## config.mk

```make
export PLATFORM = sky130hd
export DESIGN_NAME = wb_fifo_slave_flat
export DESIGN_NICKNAME = d
export VERILOG_FILES = /design/src/rtl/wb_fifo_slave_pkg.sv /design/src/rtl/wb_fifo_slave_if.sv /design/src/rtl/wb_fifo_slave_sync_fifo.sv /design/src/rtl/wb_fifo_slave.sv /design/src/flat_wrapper.sv
export SDC_FILE = /design/constraint.sdc
export NUM_CORES = 1
export LEC_CHECK = 0
export BUFFER_PORTS_ARGS = -buffer_cell sky130_fd_sc_hd__buf_2
export CAP_MARGIN = 20
export CORE_MARGIN = 5
export CORE_UTILIZATION = 59
export CTS_CLUSTER_SIZE = 10
export DETAILED_ROUTE_END_ITERATION = 10
export PLACE_DENSITY = 0.77
export SLEW_MARGIN = 25
export SYNTH_ARGS = -nofsm -noshare
export SYNTH_HDL_FRONTEND = slang
export SYNTH_SLANG_ARGS = --single-unit
```

## constraint.sdc

```tcl
create_clock -name wb_clk -period 15.2 [get_ports wb_clk]
set_clock_uncertainty 0.05 [all_clocks]
set_input_delay 0.76 -clock wb_clk [delete_from_list [all_inputs] [get_ports wb_clk]]
set_output_delay 0.76 -clock wb_clk [all_outputs]
set_load 0.1 [all_outputs]
```

## src/rtl/wb_fifo_slave_pkg.sv

```systemverilog
// Register map, bit positions and bus FSM states shared by the FIFO slave.
// Latency: none (declarations only).
// Backpressure: none (declarations only).
package wb_fifo_slave_pkg;

    // Register offsets decoded from wb_adr_i[3:2]
    localparam logic [1:0] REG_CTRL   = 2'd0;
    localparam logic [1:0] REG_STATUS = 2'd1;
    localparam logic [1:0] REG_DATA   = 2'd2;
    localparam logic [1:0] REG_THRESH = 2'd3;

    // CTRL bit indices
    localparam int CTRL_EN     = 0;
    localparam int CTRL_IRQ_EN = 1;
    localparam int CTRL_CLR    = 2;

    // STATUS bit indices (level occupies the low bits)
    localparam int STAT_EMPTY = 16;
    localparam int STAT_FULL  = 17;
    localparam int STAT_OVF   = 18;
    localparam int STAT_UDF   = 19;

    // Bus handshake FSM
    typedef enum logic {
        ST_IDLE = 1'b0,
        ST_RESP = 1'b1
    } state_t;

endpackage

```

## src/rtl/wb_fifo_slave_if.sv

```systemverilog
// Wishbone B4 classic bus bundle between a bus-matrix port and the FIFO slave.
// Latency: none (wires only).
// Backpressure: carried by ack/err/rty back to the master.
interface wb_fifo_slave_if #(
    parameter int dw = 32,
    parameter int aw = 32
);
    logic [aw-1:0] wb_adr_i;
    logic [dw-1:0] wb_dat_i;
    logic [3:0]    wb_sel_i;
    logic          wb_we_i;
    logic          wb_cyc_i;
    logic          wb_stb_i;
    logic [2:0]    wb_cti_i;
    logic [1:0]    wb_bte_i;
    logic [dw-1:0] wb_dat_o;
    logic          wb_ack_o;
    logic          wb_err_o;
    logic          wb_rty_o;

    modport master (
        output wb_adr_i, wb_dat_i, wb_sel_i, wb_we_i, wb_cyc_i, wb_stb_i,
               wb_cti_i, wb_bte_i,
        input  wb_dat_o, wb_ack_o, wb_err_o, wb_rty_o
    );

    modport slave (
        input  wb_adr_i, wb_dat_i, wb_sel_i, wb_we_i, wb_cyc_i, wb_stb_i,
               wb_cti_i, wb_bte_i,
        output wb_dat_o, wb_ack_o, wb_err_o, wb_rty_o
    );
endinterface

```

## src/rtl/wb_fifo_slave_sync_fifo.sv

```systemverilog
// Single-clock FIFO with synchronous clear; dout shows the head word combinationally.
// Latency: a push is visible at dout/level on the next cycle.
// Backpressure: push ignored when full, pop ignored when empty; caller checks flags.
module sync_fifo #(
    parameter int dw         = 32,
    parameter int DEPTH_LOG2 = 4
) (
    input  logic                  clk_i,
    input  logic                  rst_n_i,
    input  logic                  push_i,
    input  logic                  pop_i,
    input  logic                  clr_i,
    input  logic [dw-1:0]         din_i,
    output logic [dw-1:0]         dout_o,
    output logic [DEPTH_LOG2:0]   level_o,
    output logic                  empty_o,
    output logic                  full_o
);
    localparam int DEPTH = 2 ** DEPTH_LOG2;

    logic [dw-1:0]       mem_q [DEPTH];
    logic [DEPTH_LOG2:0] wr_ptr_q, wr_ptr_d;
    logic [DEPTH_LOG2:0] rd_ptr_q, rd_ptr_d;

    // Extra pointer MSB distinguishes full from empty when the indices match
    assign empty_o = (wr_ptr_q == rd_ptr_q);
    assign full_o  = (wr_ptr_q[DEPTH_LOG2] != rd_ptr_q[DEPTH_LOG2]) &&
                     (wr_ptr_q[DEPTH_LOG2-1:0] == rd_ptr_q[DEPTH_LOG2-1:0]);
    assign level_o = wr_ptr_q - rd_ptr_q;
    assign dout_o  = mem_q[rd_ptr_q[DEPTH_LOG2-1:0]];

    // Pointer next-state; clear wins over any access in the same cycle
    always_comb begin
        wr_ptr_d = wr_ptr_q;
        rd_ptr_d = rd_ptr_q;
        if (clr_i) begin
            wr_ptr_d = '0;
            rd_ptr_d = '0;
        end else begin
            if (push_i && !full_o) wr_ptr_d = wr_ptr_q + 1'b1;
            if (pop_i && !empty_o) rd_ptr_d = rd_ptr_q + 1'b1;
        end
    end

    // Pointer registers
    always_ff @(posedge clk_i or negedge rst_n_i) begin
        if (!rst_n_i) begin
            wr_ptr_q <= '0;
            rd_ptr_q <= '0;
        end else begin
            wr_ptr_q <= wr_ptr_d;
            rd_ptr_q <= rd_ptr_d;
        end
    end

    // Storage array; contents need no reset since pointers gate visibility
    always_ff @(posedge clk_i) begin
        if (push_i && !full_o && !clr_i) mem_q[wr_ptr_q[DEPTH_LOG2-1:0]] <= din_i;
    end
endmodule

```

## src/rtl/wb_fifo_slave.sv

```systemverilog
// Wishbone classic slave exposing CTRL/STATUS/DATA/THRESH over an internal sample FIFO.
// Latency: request sampled at edge N, ack or err high for the single cycle N+1.
// Backpressure: none stalls; full push / empty pop terminate with err instead.
module wb_fifo_slave
    import wb_fifo_slave_pkg::*;
#(
    parameter int dw         = 32,
    parameter int aw         = 32,
    parameter int DEPTH_LOG2 = 4
) (
    input  logic              wb_clk,
    input  logic              wb_rst_n,
    wb_fifo_slave_if.slave    bus,
    output logic              irq_o
);
    localparam int LW = DEPTH_LOG2 + 1;

    state_t          state_q, state_d;
    logic            ack_q, ack_d, err_q, err_d, irq_q, irq_d;
    logic [dw-1:0]   dat_q, dat_d;
    logic            en_q, en_d, irq_en_q, irq_en_d;
    logic            ovf_q, ovf_d, udf_q, udf_d;
    logic [LW-1:0]   thresh_q, thresh_d;
    logic            push, pop, clr;
    logic [dw-1:0]   fifo_dout;
    logic [LW-1:0]   level;
    logic            empty, full;
    logic [1:0]      reg_sel;
    logic            unused_ok;

    assign reg_sel   = bus.wb_adr_i[3:2];
    // Burst hints are accepted but every access is handled as classic
    assign unused_ok = ^{bus.wb_cti_i, bus.wb_bte_i, bus.wb_adr_i[aw-1:4], bus.wb_adr_i[1:0]};

    assign bus.wb_dat_o = dat_q;
    assign bus.wb_ack_o = ack_q;
    assign bus.wb_err_o = err_q;
    assign bus.wb_rty_o = 1'b0;
    assign irq_o        = irq_q;

    sync_fifo #(.dw(dw), .DEPTH_LOG2(DEPTH_LOG2)) u_fifo (
        .clk_i   (wb_clk),
        .rst_n_i (wb_rst_n),
        .push_i  (push),
        .pop_i   (pop),
        .clr_i   (clr),
        .din_i   (bus.wb_dat_i),
        .dout_o  (fifo_dout),
        .level_o (level),
        .empty_o (empty),
        .full_o  (full)
    );

    // Access decode, register updates and response selection for the bus FSM
    always_comb begin
        state_d  = state_q;
        ack_d    = 1'b0;
        err_d    = 1'b0;
        dat_d    = dat_q;
        en_d     = en_q;
        irq_en_d = irq_en_q;
        ovf_d    = ovf_q;
        udf_d    = udf_q;
        thresh_d = thresh_q;
        push     = 1'b0;
        pop      = 1'b0;
        clr      = 1'b0;
        case (state_q)
            ST_IDLE: begin
                if (bus.wb_cyc_i && bus.wb_stb_i) begin
                    state_d = ST_RESP;
                    ack_d   = 1'b1;
                    dat_d   = '0;
                    case (reg_sel)
                        REG_CTRL: begin
                            if (bus.wb_we_i) begin
                                if (bus.wb_sel_i[0]) begin
                                    en_d     = bus.wb_dat_i[CTRL_EN];
                                    irq_en_d = bus.wb_dat_i[CTRL_IRQ_EN];
                                    clr      = bus.wb_dat_i[CTRL_CLR];
                                end
                            end else begin
                                dat_d[CTRL_EN]     = en_q;
                                dat_d[CTRL_IRQ_EN] = irq_en_q;
                            end
                        end
                        REG_STATUS: begin
                            if (bus.wb_we_i) begin
                                if (bus.wb_sel_i[2]) begin
                                    if (bus.wb_dat_i[STAT_OVF]) ovf_d = 1'b0;
                                    if (bus.wb_dat_i[STAT_UDF]) udf_d = 1'b0;
                                end
                            end else begin
                                dat_d[LW-1:0]     = level;
                                dat_d[STAT_EMPTY] = empty;
                                dat_d[STAT_FULL]  = full;
                                dat_d[STAT_OVF]   = ovf_q;
                                dat_d[STAT_UDF]   = udf_q;
                            end
                        end
                        REG_DATA: begin
                            if (bus.wb_we_i) begin
                                // Partial-word pushes are refused outright
                                if (bus.wb_sel_i != 4'hF) begin
                                    ack_d = 1'b0;
                                    err_d = 1'b1;
                                end else if (!en_q) begin
                                    // Disabled: discard silently so producers never stall
                                end else if (full) begin
                                    ack_d = 1'b0;
                                    err_d = 1'b1;
                                    ovf_d = 1'b1;
                                end else begin
                                    push = 1'b1;
                                end
                            end else if (empty) begin
                                ack_d = 1'b0;
                                err_d = 1'b1;
                                udf_d = 1'b1;
                            end else begin
                                dat_d = fifo_dout;
                                pop   = 1'b1;
                            end
                        end
                        REG_THRESH: begin
                            if (bus.wb_we_i) begin
                                if (bus.wb_sel_i[0]) thresh_d = bus.wb_dat_i[LW-1:0];
                            end else begin
                                dat_d[LW-1:0] = thresh_q;
                            end
                        end
                        default: ;
                    endcase
                end
            end
            ST_RESP: state_d = ST_IDLE;
            default: state_d = ST_IDLE;
        endcase
        // Threshold of zero disables the interrupt rather than holding it high
        irq_d = irq_en_q && en_q && (level >= thresh_q) && (thresh_q != '0);
    end

    // State, response and register storage
    always_ff @(posedge wb_clk or negedge wb_rst_n) begin
        if (!wb_rst_n) begin
            state_q  <= ST_IDLE;
            ack_q    <= 1'b0;
            err_q    <= 1'b0;
            irq_q    <= 1'b0;
            dat_q    <= '0;
            en_q     <= 1'b0;
            irq_en_q <= 1'b0;
            ovf_q    <= 1'b0;
            udf_q    <= 1'b0;
            thresh_q <= '0;
        end else begin
            state_q  <= state_d;
            ack_q    <= ack_d;
            err_q    <= err_d;
            irq_q    <= irq_d;
            dat_q    <= dat_d;
            en_q     <= en_d;
            irq_en_q <= irq_en_d;
            ovf_q    <= ovf_d;
            udf_q    <= udf_d;
            thresh_q <= thresh_d;
        end
    end
endmodule

```

## src/flat_wrapper.sv

```systemverilog
// flat-port wrapper written by rule: the top's interface ports become plain ports
module wb_fifo_slave_flat import wb_fifo_slave_pkg::*;
#(
    parameter int dw         = 32,
    parameter int aw         = 32,
    parameter int DEPTH_LOG2 = 4
)
  (wb_clk, wb_rst_n, irq_o, bus_wb_adr_i, bus_wb_dat_i, bus_wb_sel_i, bus_wb_we_i, bus_wb_cyc_i, bus_wb_stb_i, bus_wb_cti_i, bus_wb_bte_i, bus_wb_dat_o, bus_wb_ack_o, bus_wb_err_o, bus_wb_rty_o);
  wb_fifo_slave_if #(.dw(dw), .aw(aw)) bus_i ();
  input  logic wb_clk;
  input  logic wb_rst_n;
  output logic irq_o;
  input wire logic [$bits(bus_i.wb_adr_i)-1:0] bus_wb_adr_i;
  input wire logic [$bits(bus_i.wb_dat_i)-1:0] bus_wb_dat_i;
  input wire logic [$bits(bus_i.wb_sel_i)-1:0] bus_wb_sel_i;
  input wire logic [$bits(bus_i.wb_we_i)-1:0] bus_wb_we_i;
  input wire logic [$bits(bus_i.wb_cyc_i)-1:0] bus_wb_cyc_i;
  input wire logic [$bits(bus_i.wb_stb_i)-1:0] bus_wb_stb_i;
  input wire logic [$bits(bus_i.wb_cti_i)-1:0] bus_wb_cti_i;
  input wire logic [$bits(bus_i.wb_bte_i)-1:0] bus_wb_bte_i;
  output wire logic [$bits(bus_i.wb_dat_o)-1:0] bus_wb_dat_o;
  output wire logic [$bits(bus_i.wb_ack_o)-1:0] bus_wb_ack_o;
  output wire logic [$bits(bus_i.wb_err_o)-1:0] bus_wb_err_o;
  output wire logic [$bits(bus_i.wb_rty_o)-1:0] bus_wb_rty_o;
  assign bus_i.wb_adr_i = bus_wb_adr_i;
  assign bus_i.wb_dat_i = bus_wb_dat_i;
  assign bus_i.wb_sel_i = bus_wb_sel_i;
  assign bus_i.wb_we_i = bus_wb_we_i;
  assign bus_i.wb_cyc_i = bus_wb_cyc_i;
  assign bus_i.wb_stb_i = bus_wb_stb_i;
  assign bus_i.wb_cti_i = bus_wb_cti_i;
  assign bus_i.wb_bte_i = bus_wb_bte_i;
  assign bus_wb_dat_o = bus_i.wb_dat_o;
  assign bus_wb_ack_o = bus_i.wb_ack_o;
  assign bus_wb_err_o = bus_i.wb_err_o;
  assign bus_wb_rty_o = bus_i.wb_rty_o;
  wb_fifo_slave #(.dw(dw), .aw(aw), .DEPTH_LOG2(DEPTH_LOG2)) u_core (.wb_clk(wb_clk), .wb_rst_n(wb_rst_n), .bus(bus_i), .irq_o(irq_o));
endmodule
```

==> results of run 1 <==
==> report_power, final <==
part           total [mW]  switching (mW)  leakage [nW]  internal, mW
clock                1.46           0.579         0.956         0.886
sequential           1.77          0.0474          5.33          1.72
combinational       0.970           0.560          2.32         0.410
total                4.21            1.19          8.61          3.02
==> area by class of cell <==
| cell class | instances | area (µm²) |
|---|---|---|
| flip-flops and latches | 567 | 16800 |
| well taps | 511 | 639 |
| diodes | 1 | 2.50 |
| clock buffers | 121 | 2010 |
| repair buffers | 109 | 633 |
| multi-input cells | 451 | 5150 |
| fillers | 2319 | 12200 |
| inverters | 14 | 52.6 |
==> worst max-delay path, delay by kind of cell, from the launching register on <==
kind / cells / cell delay (ns)
AND/OR/NAND/NOR: 4 / 1.43
adder cells (fa/ha/maj): 1 / 0.42
flip-flops: 1 / 0.82
AO/OA/AOI/OAI: 1 / 0.54
buffers and inverters: 2 / 1.00
==> metrics by stage <==
stage,std cells,area [µm²],utilization
after floorplan,1087,22200,-
after global placement,1651,23200,0.621
after detailed placement,1652,23200,0.621
after CTS,1773,25200,0.675
after global routing,1773,25200,0.675
final,1774,25200,0.675
==> flip-flops by register name, indices dropped and copies added (netlist names), 5 cells and up <==
name,cells
u_core.u_fifo.mem_q,512
u_core.u_fifo.wr_ptr_q,5
u_core.u_fifo.rd_ptr_q,5
u_core.bus.wb_dat_o,32
u_core.thresh_q,5
==> logic make-up (layout without fill, tap and decap cells) <==
group                      after synthesis  count (layout)
AOI/OAI and AO/OA                      130             130
xor gates and xnor gates                12              12
buffers and inverters                   69             244
muxes                                  147             147
adders and majority gates               20              20
and+or+nand+nor                        141             141
other                                    1               2
DFF                                    567             567
==> final timing paths <==
check / slack, ns / cells after the start / endpoint
max reg2reg: 10.53 / 8 / u_core.u_fifo.mem_q[3][5]
min in group wb_clk: 0.45 / 1 / u_core.bus.wb_dat_o[22]
min reg2reg: 0.45 / 1 / u_core.bus.wb_dat_o[22]
max: 10.53 / 8 / u_core.u_fifo.mem_q[3][5]
min: 0.35 / 2 / u_core.thresh_q[4]
max in group asynchronous: 14.07 / 2 / u_core.u_fifo.rd_ptr_q[0]
==> routing by layer <==
metal,GRT usage,part of all wire,up-vias
li1,-,-,4743
met1,0.337,0.39,5906
met2,0.391,0.49,611
met3,0.0563,0.094,93
met4,0.0672,0.023,4
met5,0,0.00055,-
==> cells in the mapped netlist (9+ instances only) <==
| cell type | count | area share |
|---|---|---|
| nor2_1 | 39 | 0.0066 |
| nand3_1 | 12 | 0.0027 |
| nand4_1 | 9 | 0.0025 |
| ha_1 | 19 | 0.011 |
| buf_2 | 21 | 0.0047 |
| dfrtp_1 | 55 | 0.062 |
| clkbuf_1 | 17 | 0.0029 |
| edfxtp_1 | 512 | 0.69 |
| mux2i_1 | 20 | 0.0090 |
| mux4_2 | 120 | 0.12 |
| a22o_1 | 23 | 0.0091 |
| inv_1 | 13 | 0.0022 |
| nand2_1 | 52 | 0.0088 |
| a22oi_1 | 55 | 0.019 |
| a21oi_1 | 11 | 0.0025 |
| o21ai_0 | 9 | 0.0020 |
==> metrics.yaml, run 1 <==
route:
  viasPerCell: 6.40
  vias: 11400
  firstDrtPassIters: 7
  detail_route.wl_per_cell_um: 27.7
  route.detailed.drc: 0
  ant_nets: 0
  wirelength_um: 49200
  drt_iter0_drc: 1099
job:
  max_cap_violations: 0
placed_design:
  place.gp.congestion: 0.823
  place_hpwl_um: 25200
  dpl_worst_slack_ns: 10.62
  numPortBuffers: 77
synthesis:
  yosys.area_share.simple: 0.0301
  syn_inst: 1087
  synth_cell_types: 49
  synth_xor_area_frac: 0.00474
  synth_ff_type: "edfxtp_1"
  ys_seq_area_frac: 0.756
  synthMuxAreaShare: 0.135
  synthesis.nets: 1185
  ys_async_sr_fraction: 0.0970
  synth_edf_count: 512
  syn_area_um2: 22200
  ys_ff_latch: 567
  synth-compound-area-share: 0.0459
  synth_adder_area_share: 0.0116
  synth_top_family_by_area: "multiplexers"
  ys_warn_count: 0
  avgSynthCellArea_um2: 20.4
setup_path:
  max_stage_delay_ns: 0.82
  critPathLaunchType: "register"
  critPathKind: "reg2reg"
  critPathArrivalTime_ns: 4.80
  crit_required_ns: 15.33
  crit_chain: "inv_1 > ha_1 > and4_4 > a2111oi_4 > and2_1 > nand2_1 > nor3_2 > buf_4"
  crit_path_start: "u_core.u_fifo.rd_ptr_q[1]"
  crit_fanout: 25
  crit-reg2reg-launch: "u_core.u_fifo.rd_ptr_q[1]"
  slowest_stage: "dfrtp_1"
  end_kind: "register"
floorplan:
  core_area_um2: 37400
  die_height_um: 204
  ioPinCount: 114
  initial_core_util: 0.592
  fp.dieArea_um2: 41500
  rows: 71
  die_width_um: 204
timing:
  drv_slew: 0
  fin_crit_ns: 4.67
  setup-tns-final_ns: 0
  hold_ws_ns: 0.350
  setup_viol: 0
  slew_headroom: 0.375
  finalCritPeriodShare: 0.307
  finalHoldViolCount: 0
  timing.final.ws_setup_ns: 10.53
  fmax_ghz: 0.214
  tightest_slew_ns: 0.937
  rsz0062_at_grt: "no"
power:
  total_power_mw: 4.21
  ir_worst_vdd_mv: 0.124
  power_leakage_nw: 8.61
  p_per_area_nw_per_um2: 167
grt:
  grt_pass1_vias: 11700
  grt_max_degree: 68
  grt.total_usage: 0.241
  grt_pass1_wl_um: 73900
  grt_overflow_total: 0
  grt_antenna_before_repair: 4
clock_tree:
  cts_root_buffer: "clkbuf_16"
  cts_resized: 0
  cts_sinks: 567
  cts_tree: "yes"
  htree_num_levels: 3
  cts_buffers: 66
  hold_buffers: 0
  cts_buffer_depth: 3
  clk_latency_ns: 0.56
  cts_setup_buffers: 0
  cts.clk_slew.worst_paths_ns: 0.06
finish:
  layout_common_cells: "512 x edfxtp_1, 120 x mux4_2, 77 x buf_2"
  syn2layout_area_growth_pct: 13.9
  final_common_cell: "edfxtp_1"
  drive_gt1_frac: 0.265
  fin_nets: 1307
outcome:
  status: "finished, final reports clean"
hold_path:
  hold_path_class: "in2async"
Power figures use the tool's default switching activity.
==> run 2: changes to the inputs <==
--- a/config.mk
+++ b/config.mk
@@ -8,10 +8,10 @@
 export BUFFER_PORTS_ARGS = -buffer_cell sky130_fd_sc_hd__buf_2
 export CAP_MARGIN = 20
 export CORE_MARGIN = 5
-export CORE_UTILIZATION = 59
+export CORE_UTILIZATION = 55
 export CTS_CLUSTER_SIZE = 10
 export DETAILED_ROUTE_END_ITERATION = 10
-export PLACE_DENSITY = 0.77
+export PLACE_DENSITY = 0.76
 export SLEW_MARGIN = 25
 export SYNTH_ARGS = -nofsm -noshare
 export SYNTH_HDL_FRONTEND = slang
==> constraint.sdc (replaced) <==
create_clock -name wb_clk -period 3.8 [get_ports wb_clk]
set_clock_uncertainty 0.05 [all_clocks]
set_input_delay 0.19 -clock wb_clk [delete_from_list [all_inputs] [get_ports wb_clk]]
set_output_delay 0.19 -clock wb_clk [all_outputs]
set_load 0.1 [all_outputs]
==> run 2 against run 1 <==
Register-to-register slack worse by 10 ns. First-iteration DRC count increased by 24%. Worst hold slack worse by 0.32 ns. Via count rose by 0.13%. Maximum frequency grew 36%. Largest cell class unchanged. Critical path depth unchanged. Worst setup slack worse by 10 ns. Combinational power rose to 4.2 times the previous value. Cell count is 3.5% higher. Clock power grew to 4.0 times the previous value.
==> metrics.yaml, run 2 (synthesis gave the netlist of run 1 again) <==
timing:
  drv_slew: 0  # unchanged
  tightest_slew_ns: 0.923  # -0.0141 ns
  setup_viol: 0  # unchanged
  fmax_ghz: 0.291  # +36%
  slew_headroom: 0.385  # +0.00942
  hold_ws_ns: 0.0317  # -0.318 ns
  fin_crit_ns: 3.44  # -1.23 ns
  finalHoldViolCount: 0  # unchanged
  rsz0062_at_grt: "no"
  finalCritPeriodShare: 0.905  # +0.597
setup_path:
  crit_required_ns: 4.02  # -11.31 ns
  rrSetupSlack_ns: 0.36  # -10.17 ns
  slowest_stage: "a2111oi_4"
  worstReg2RegEnd: "u_core.u_fifo.mem_q[13][10]"
  critPathLaunchType: "register"
  end_kind: "register"
  critPathKind: "reg2reg"
  crit_fanout: 9  # -64%
  rr_worst_depth: 8  # unchanged
  crit_chain: "clkinv_1 > ha_1 > and4_4 > a2111oi_4 > and2_1 > nand2_1 > nor2_4 > buf_4"
  max_stage_delay_ns: 0.52  # -0.30 ns
  crit-reg2reg-launch: "u_core.u_fifo.rd_ptr_q[3]"
  critPathArrivalTime_ns: 3.66  # -1.14 ns
finish:
  instances_no_fill: 1836  # +3.5%
  utilization: 0.648  # -0.0274
  drive_gt1_frac: 0.268  # +0.00228
  fin_nets: 1357  # +3.8%
  syn2layout_area_growth_pct: 16.4
  final_common_cell: "edfxtp_1"
  nFillCells: 2606  # +12%
  n_antenna_cell: 0  # -1
  layout_common_cells: "512 x edfxtp_1, 120 x mux4_2, 77 x buf_2"
  largest_reg_flops: 512  # unchanged
clock_tree:
  clk_latency_ns: 0.57  # about the same
  cts_buffer_depth: 3  # unchanged
  cts_tree: "yes"
  cts_sinks: 567  # unchanged
  cts_buffers: 67  # +1.5%
  cts.clk_slew.worst_paths_ns: 0.06  # about the same
  cts_resized: 0  # unchanged
  cts_root_buffer: "clkbuf_16"
  htree_num_levels: 3  # unchanged
hold_path:
  min_path_cells: 3
  hold_path_class: "in2reg"
  min_from: "bus_wb_dat_i[2]"
  hold_end: "u_core.thresh_q[2]"
route:
  firstDrtPassIters: 5  # -2
  viasPerCell: 6.19  # -3.2%
  route.detailed.drc: 0  # unchanged
  ant_nets: 0  # unchanged
  wirelength_um: 48600  # -1.3%
  vias: 11400  # +0.13%
  drt_iter0_drc: 1366  # +24%
  detail_route.wl_per_cell_um: 26.5  # -4.6%
outcome:
  status: "finished, final reports clean"
grt:
  grt.total_usage: 0.221  # -0.0198
  grt_pass1_vias: 11900  # +2.5%
  grt_max_degree: 139  # +100%
  grt_pass1_wl_um: 73600  # -0.41%
  grt_antenna_before_repair: 1  # -3
  grt_overflow_total: 0  # unchanged
power:
  ir_worst_vdd_mv: 0.535  # +330%
  p_per_area_nw_per_um2: 656  # +290%
  power_leakage_nw: 8.83  # +2.5%
job:
  max_cap_violations: 0  # unchanged
floorplan:
  fp.dieArea_um2: 44400  # +6.9%
  die_height_um: 211  # +3.4%
  die_width_um: 211  # +3.4%
  core_area_um2: 39800  # +6.5%
  rows: 73  # +2.8%
  initial_core_util: 0.556  # -0.0361
  ioPinCount: 114  # unchanged
placed_design:
  place_hpwl_um: 26600  # +5.6%
  place.gp.congestion: 0.844  # +2.6%
  placed_cells_incl_taps: 1680  # +1.7%
  numPortBuffers: 77  # unchanged
[run 2: cell count changes in the layout (fill, tap and decap cells not counted), sizes merged]
cell / before / now
dlygate4sd3: 0 / 34
buf: 109 / 124
clkbuf: 121 / 118
inv: 13 / 15
clkinv: 1 / 2
diode: 1 / 0
[run 2: layout make-up]
type | count | area, µm² | share of cell area
tap | 525 | 657 | 0.0255
timing repair buffer | 158 | 1160 | 0.0450
clock inverter | 3 | 21.3 | 0.000825
clock buffer | 118 | 1960 | 0.0761
sequential | 567 | 16800 | 0.650
inverter | 14 | 52.6 | 0.00204
multi-input combinational | 451 | 5180 | 0.201
[run 2: worst max path at each step]
stage / from / endpoint / slack, ns / cells after the start
5_1_grt: u_core.u_fifo.rd_ptr_q[3] / u_core.u_fifo.mem_q[13][11] / 0.19 / 8
3_3_place_gp: u_core.u_fifo.rd_ptr_q[3] / u_core.u_fifo.mem_q[8][8] / 0.47 / 8
4_1_cts: u_core.u_fifo.rd_ptr_q[3] / u_core.u_fifo.mem_q[13][11] / 0.36 / 8
6_report: u_core.u_fifo.rd_ptr_q[3] / u_core.u_fifo.mem_q[13][10] / 0.36 / 8
2_1_floorplan: u_core.u_fifo.rd_ptr_q[2] / u_core.u_fifo.mem_q[12][0] / -0.51 / 11
3_5_place_dp: u_core.u_fifo.rd_ptr_q[3] / u_core.u_fifo.mem_q[13][8] / 0.43 / 8
[run 2: critical path, delay by kind of cell (launching register included)]
family | cells | cell delay, ns
and+or+nand+nor | 4 | 1.26
buffers and inverters | 2 | 0.52
AOI/OAI and AO/OA | 1 | 0.52
DFF | 1 | 0.35
adders and majority gates | 1 | 0.44
[run 2: metrics by stage]
stage / total power [mW] / setup WS, ns / TNS, ns / cell area [µm²]
finish: 16.9 / 0.362 / 0 / 25800
global route: 17.6 / 0.186 / 0 / 25800
CTS: 17.0 / 0.357 / 0 / 25800
detailed placement: 11.2 / 0.427 / 0 / 23400
global placement: 11.1 / 0.472 / 0 / 23400
floorplan: 10.2 / -0.513 / -214.58 / 22200
[run 2: repair_timing]
action | in CTS | in global routing
hold endpoints to repair | 514 | 0
hold buffers | 34 | 0
setup buffers | 0 | 0
[run 2: metal layers]
metal,vias to the layer above,share of wire,track usage
met5,-,0.00027,0
met4,2,0.024,0.0698
met3,88,0.080,0.0434
met2,542,0.50,0.356
met1,5896,0.40,0.313
li1,4844,-,-
[run 2: where the power goes]
group          switching (mW)  total (mW)  leakage [nW]  internal [mW]
logic                    2.39        4.11          2.55           1.72
registers              0.0734        6.98          5.33           6.90
clock network            2.34        5.83         0.947           3.48
total                    4.81        16.9          8.83           12.1
==> run 3: changes to the inputs <==
--- a/config.mk
+++ b/config.mk
@@ -8,11 +8,9 @@
 export BUFFER_PORTS_ARGS = -buffer_cell sky130_fd_sc_hd__buf_2
 export CAP_MARGIN = 20
 export CORE_MARGIN = 5
-export CORE_UTILIZATION = 55
+export CORE_UTILIZATION = 30
 export CTS_CLUSTER_SIZE = 10
 export DETAILED_ROUTE_END_ITERATION = 10
-export PLACE_DENSITY = 0.76
-export SLEW_MARGIN = 25
 export SYNTH_ARGS = -nofsm -noshare
 export SYNTH_HDL_FRONTEND = slang
 export SYNTH_SLANG_ARGS = --single-unit
==> run 3 against run 2 <==
Non-clock buffer count is the same. Sequential share of layout area shrank 1.7 points. Register-to-register slack gained 0.24 ns. Count of clock-buffer cells in the layout shrank 5. Critical endpoint is now u_core.u_fifo.mem_q[14][5]. Largest cell class unchanged. Largest power group unchanged.
==> metrics.yaml, run 3 (synthesis gave the netlist of run 1 again) <==
route:
  vias: 11200  # -1.3%
  wirelength_um: 51700  # +6.5%
  route.detailed.drc: 0  # unchanged
  drt_iter0_drc: 982  # -28%
  viasPerCell: 4.94  # -20%
  firstDrtPassIters: 5  # unchanged
  ant_nets: 0  # unchanged
  detail_route.wl_per_cell_um: 22.7  # -14%
floorplan:
  fp.dieArea_um2: 79400  # +79%
  rows: 99  # +36%
  initial_core_util: 0.303  # -0.253
  core_area_um2: 73100  # +84%
  ioPinCount: 114  # unchanged
  die_width_um: 282  # +34%
  die_height_um: 282  # +34%
setup_path:
  critPathArrivalTime_ns: 3.38  # -0.28 ns
  crit_required_ns: 3.98  # -0.04 ns
  end_kind: "register"
  rrSetupSlack_ns: 0.60  # +0.24 ns
  crit_fanout: 21  # +12
  critPathLaunchType: "register"
  critPathKind: "reg2reg"
  rr_worst_depth: 8  # unchanged
finish:
  largest_reg_flops: 512  # unchanged
  syn2layout_area_growth_pct: 19.6
  final_common_cell: "edfxtp_1"
  drive_gt1_frac: 0.272  # +0.00395
  layout_common_cells: "512 x edfxtp_1, 120 x mux4_2, 76 x buf_2"
  fin_nets: 1358  # +0.074%
  nFillCells: 6718  # +160%
  final_cell_area_um2: 26500  # +2.7%
power:
  ir_worst_vdd_mv: 0.527  # -1.7%
  p_per_area_nw_per_um2: 641  # -2.2%
  total_power_mw: 17.0  # +0.48%
  power_leakage_nw: 8.87  # +0.55%
timing:
  fin_crit_ns: 3.20  # -0.243 ns
  setup-tns-final_ns: 0  # unchanged
  finalHoldViolCount: 0  # unchanged
  hold_ws_ns: 0.0550  # +0.0233 ns
  slew_headroom: 0.305  # -0.0797
  timing.final.ws_setup_ns: 0.605  # +0.243 ns
  finalCritPeriodShare: 0.841  # -0.0639
  rsz0062_at_grt: "no"
  tightest_slew_ns: 1.04  # +0.120 ns
  fmax_ghz: 0.313  # +7.6%
  drv_slew: 0  # unchanged
  setup_viol: 0  # unchanged
grt:
  grt_pass1_vias: 11800  # -0.84%
  grt_pass1_wl_um: 77600  # +5.4%
  grt.total_usage: 0.131  # -0.0902
  grt_overflow_total: 0  # unchanged
  grt_antenna_before_repair: 3  # +2
  grt_max_degree: 139  # unchanged
clock_tree:
  cts_buffers: 68  # +1.5%
  cts_root_buffer: "clkbuf_16"
  cts_resized: 0  # unchanged
  cts_setup_buffers: 0  # unchanged
  cts_buffer_depth: 3  # unchanged
  htree_num_levels: 3  # unchanged
  cts_sinks: 567  # unchanged
  cts_tree: "yes"
  cts.clk_slew.worst_paths_ns: 0.06  # about the same
  clk_latency_ns: 0.59  # +0.02 ns
hold_path:
  min_path_cells: 4  # +1
  hold_path_class: "in2reg"
job:
  max_cap_violations: 0  # unchanged
outcome:
  status: "finished, final reports clean"
placed_design:
  numPortBuffers: 77  # unchanged
  placed_area_um2: 24100  # +2.8%
  place_hpwl_um: 28900  # +8.5%
  place.gp.congestion: 0.781  # -7.5%
  dpl_worst_slack_ns: 0.614  # +0.187 ns
-- run 3: cell count changes in the layout (fill, tap and decap cells not counted), sizes merged --
cell / before / now
dlygate4sd3: 34 / 35
clkbuf: 118 / 113
diode: 0 / 1
inv: 15 / 16
buf: 124 / 123
clkinv: 2 / 8
bufinv: 0 / 1
-- run 3: path summary, 6_finish.rpt --
check                                           from                         end
setup / recovery           u_core.u_fifo.rd_ptr_q[2]  u_core.u_fifo.mem_q[14][5]
hold / removal                       bus_wb_sel_i[0]             u_core.irq_en_q
setup reg to reg           u_core.u_fifo.rd_ptr_q[2]  u_core.u_fifo.mem_q[14][5]
hold reg to reg               u_core.bus.wb_dat_o[2]      u_core.bus.wb_dat_o[2]
max in group asynchronous                   wb_rst_n   u_core.u_fifo.rd_ptr_q[2]
min in group asynchronous                   wb_rst_n   u_core.u_fifo.wr_ptr_q[4]
-- run 3: repair_timing --
action / CTS / global route
hold buffers: 35 / 0
hold endpoints to repair: 572 / 0
setup endpoints to repair: 0 / 0
-- run 3: per-stage QoR --
step | util | cells
2_1_floorplan | - | 1087
3_3_place_gp | 0.330 | 2114
3_5_place_dp | 0.330 | 2114
4_1_cts | 0.362 | 2273
5_1_grt | 0.362 | 2273
6_report | 0.363 | 2274
-- run 3: critical path, stage by stage (launching register included) --
cell and delay [ns]:
dfrtp_4 0.48, inv_1 0.11, ha_1 0.29, and4_4 0.25, a2111oi_4 0.50, and2_1 0.30
nand2_1 0.28, nor2_4 0.17, buf_4 0.40
-- run 3: cell type report --
type                       instances  area [µm²]  share of cell area
clock buffer                     113        1900              0.0718
timing repair buffer             158        1250              0.0470
clock inverter                    11         154             0.00581
sequential                       567       16800               0.633
tap                              959        1200              0.0453
inverter                          14        52.6             0.00198
multi-input combinational        451        5180               0.195
antenna                            1        2.50           0.0000945
-- run 3: power by group --
group / total, mW / leakage [nW] / internal, mW / switching [mW]
sequential: 6.98 / 5.33 / 6.90 / 0.0795
clock: 5.97 / 0.982 / 3.51 / 2.45
combinational: 4.04 / 2.56 / 1.70 / 2.34
total: 17.0 / 8.87 / 12.1 / 4.87
-- run 3: metal layers --
| layer | wire, µm | share of wire | global-route usage |
|---|---|---|---|
| met3 | 3330 | 0.064 | 0.0315 |
| met5 | 27 | 0.00052 | 0 |
| met2 | 25000 | 0.48 | 0.213 |
| met1 | 22600 | 0.44 | 0.181 |
| met4 | 774 | 0.015 | 0.0304 |
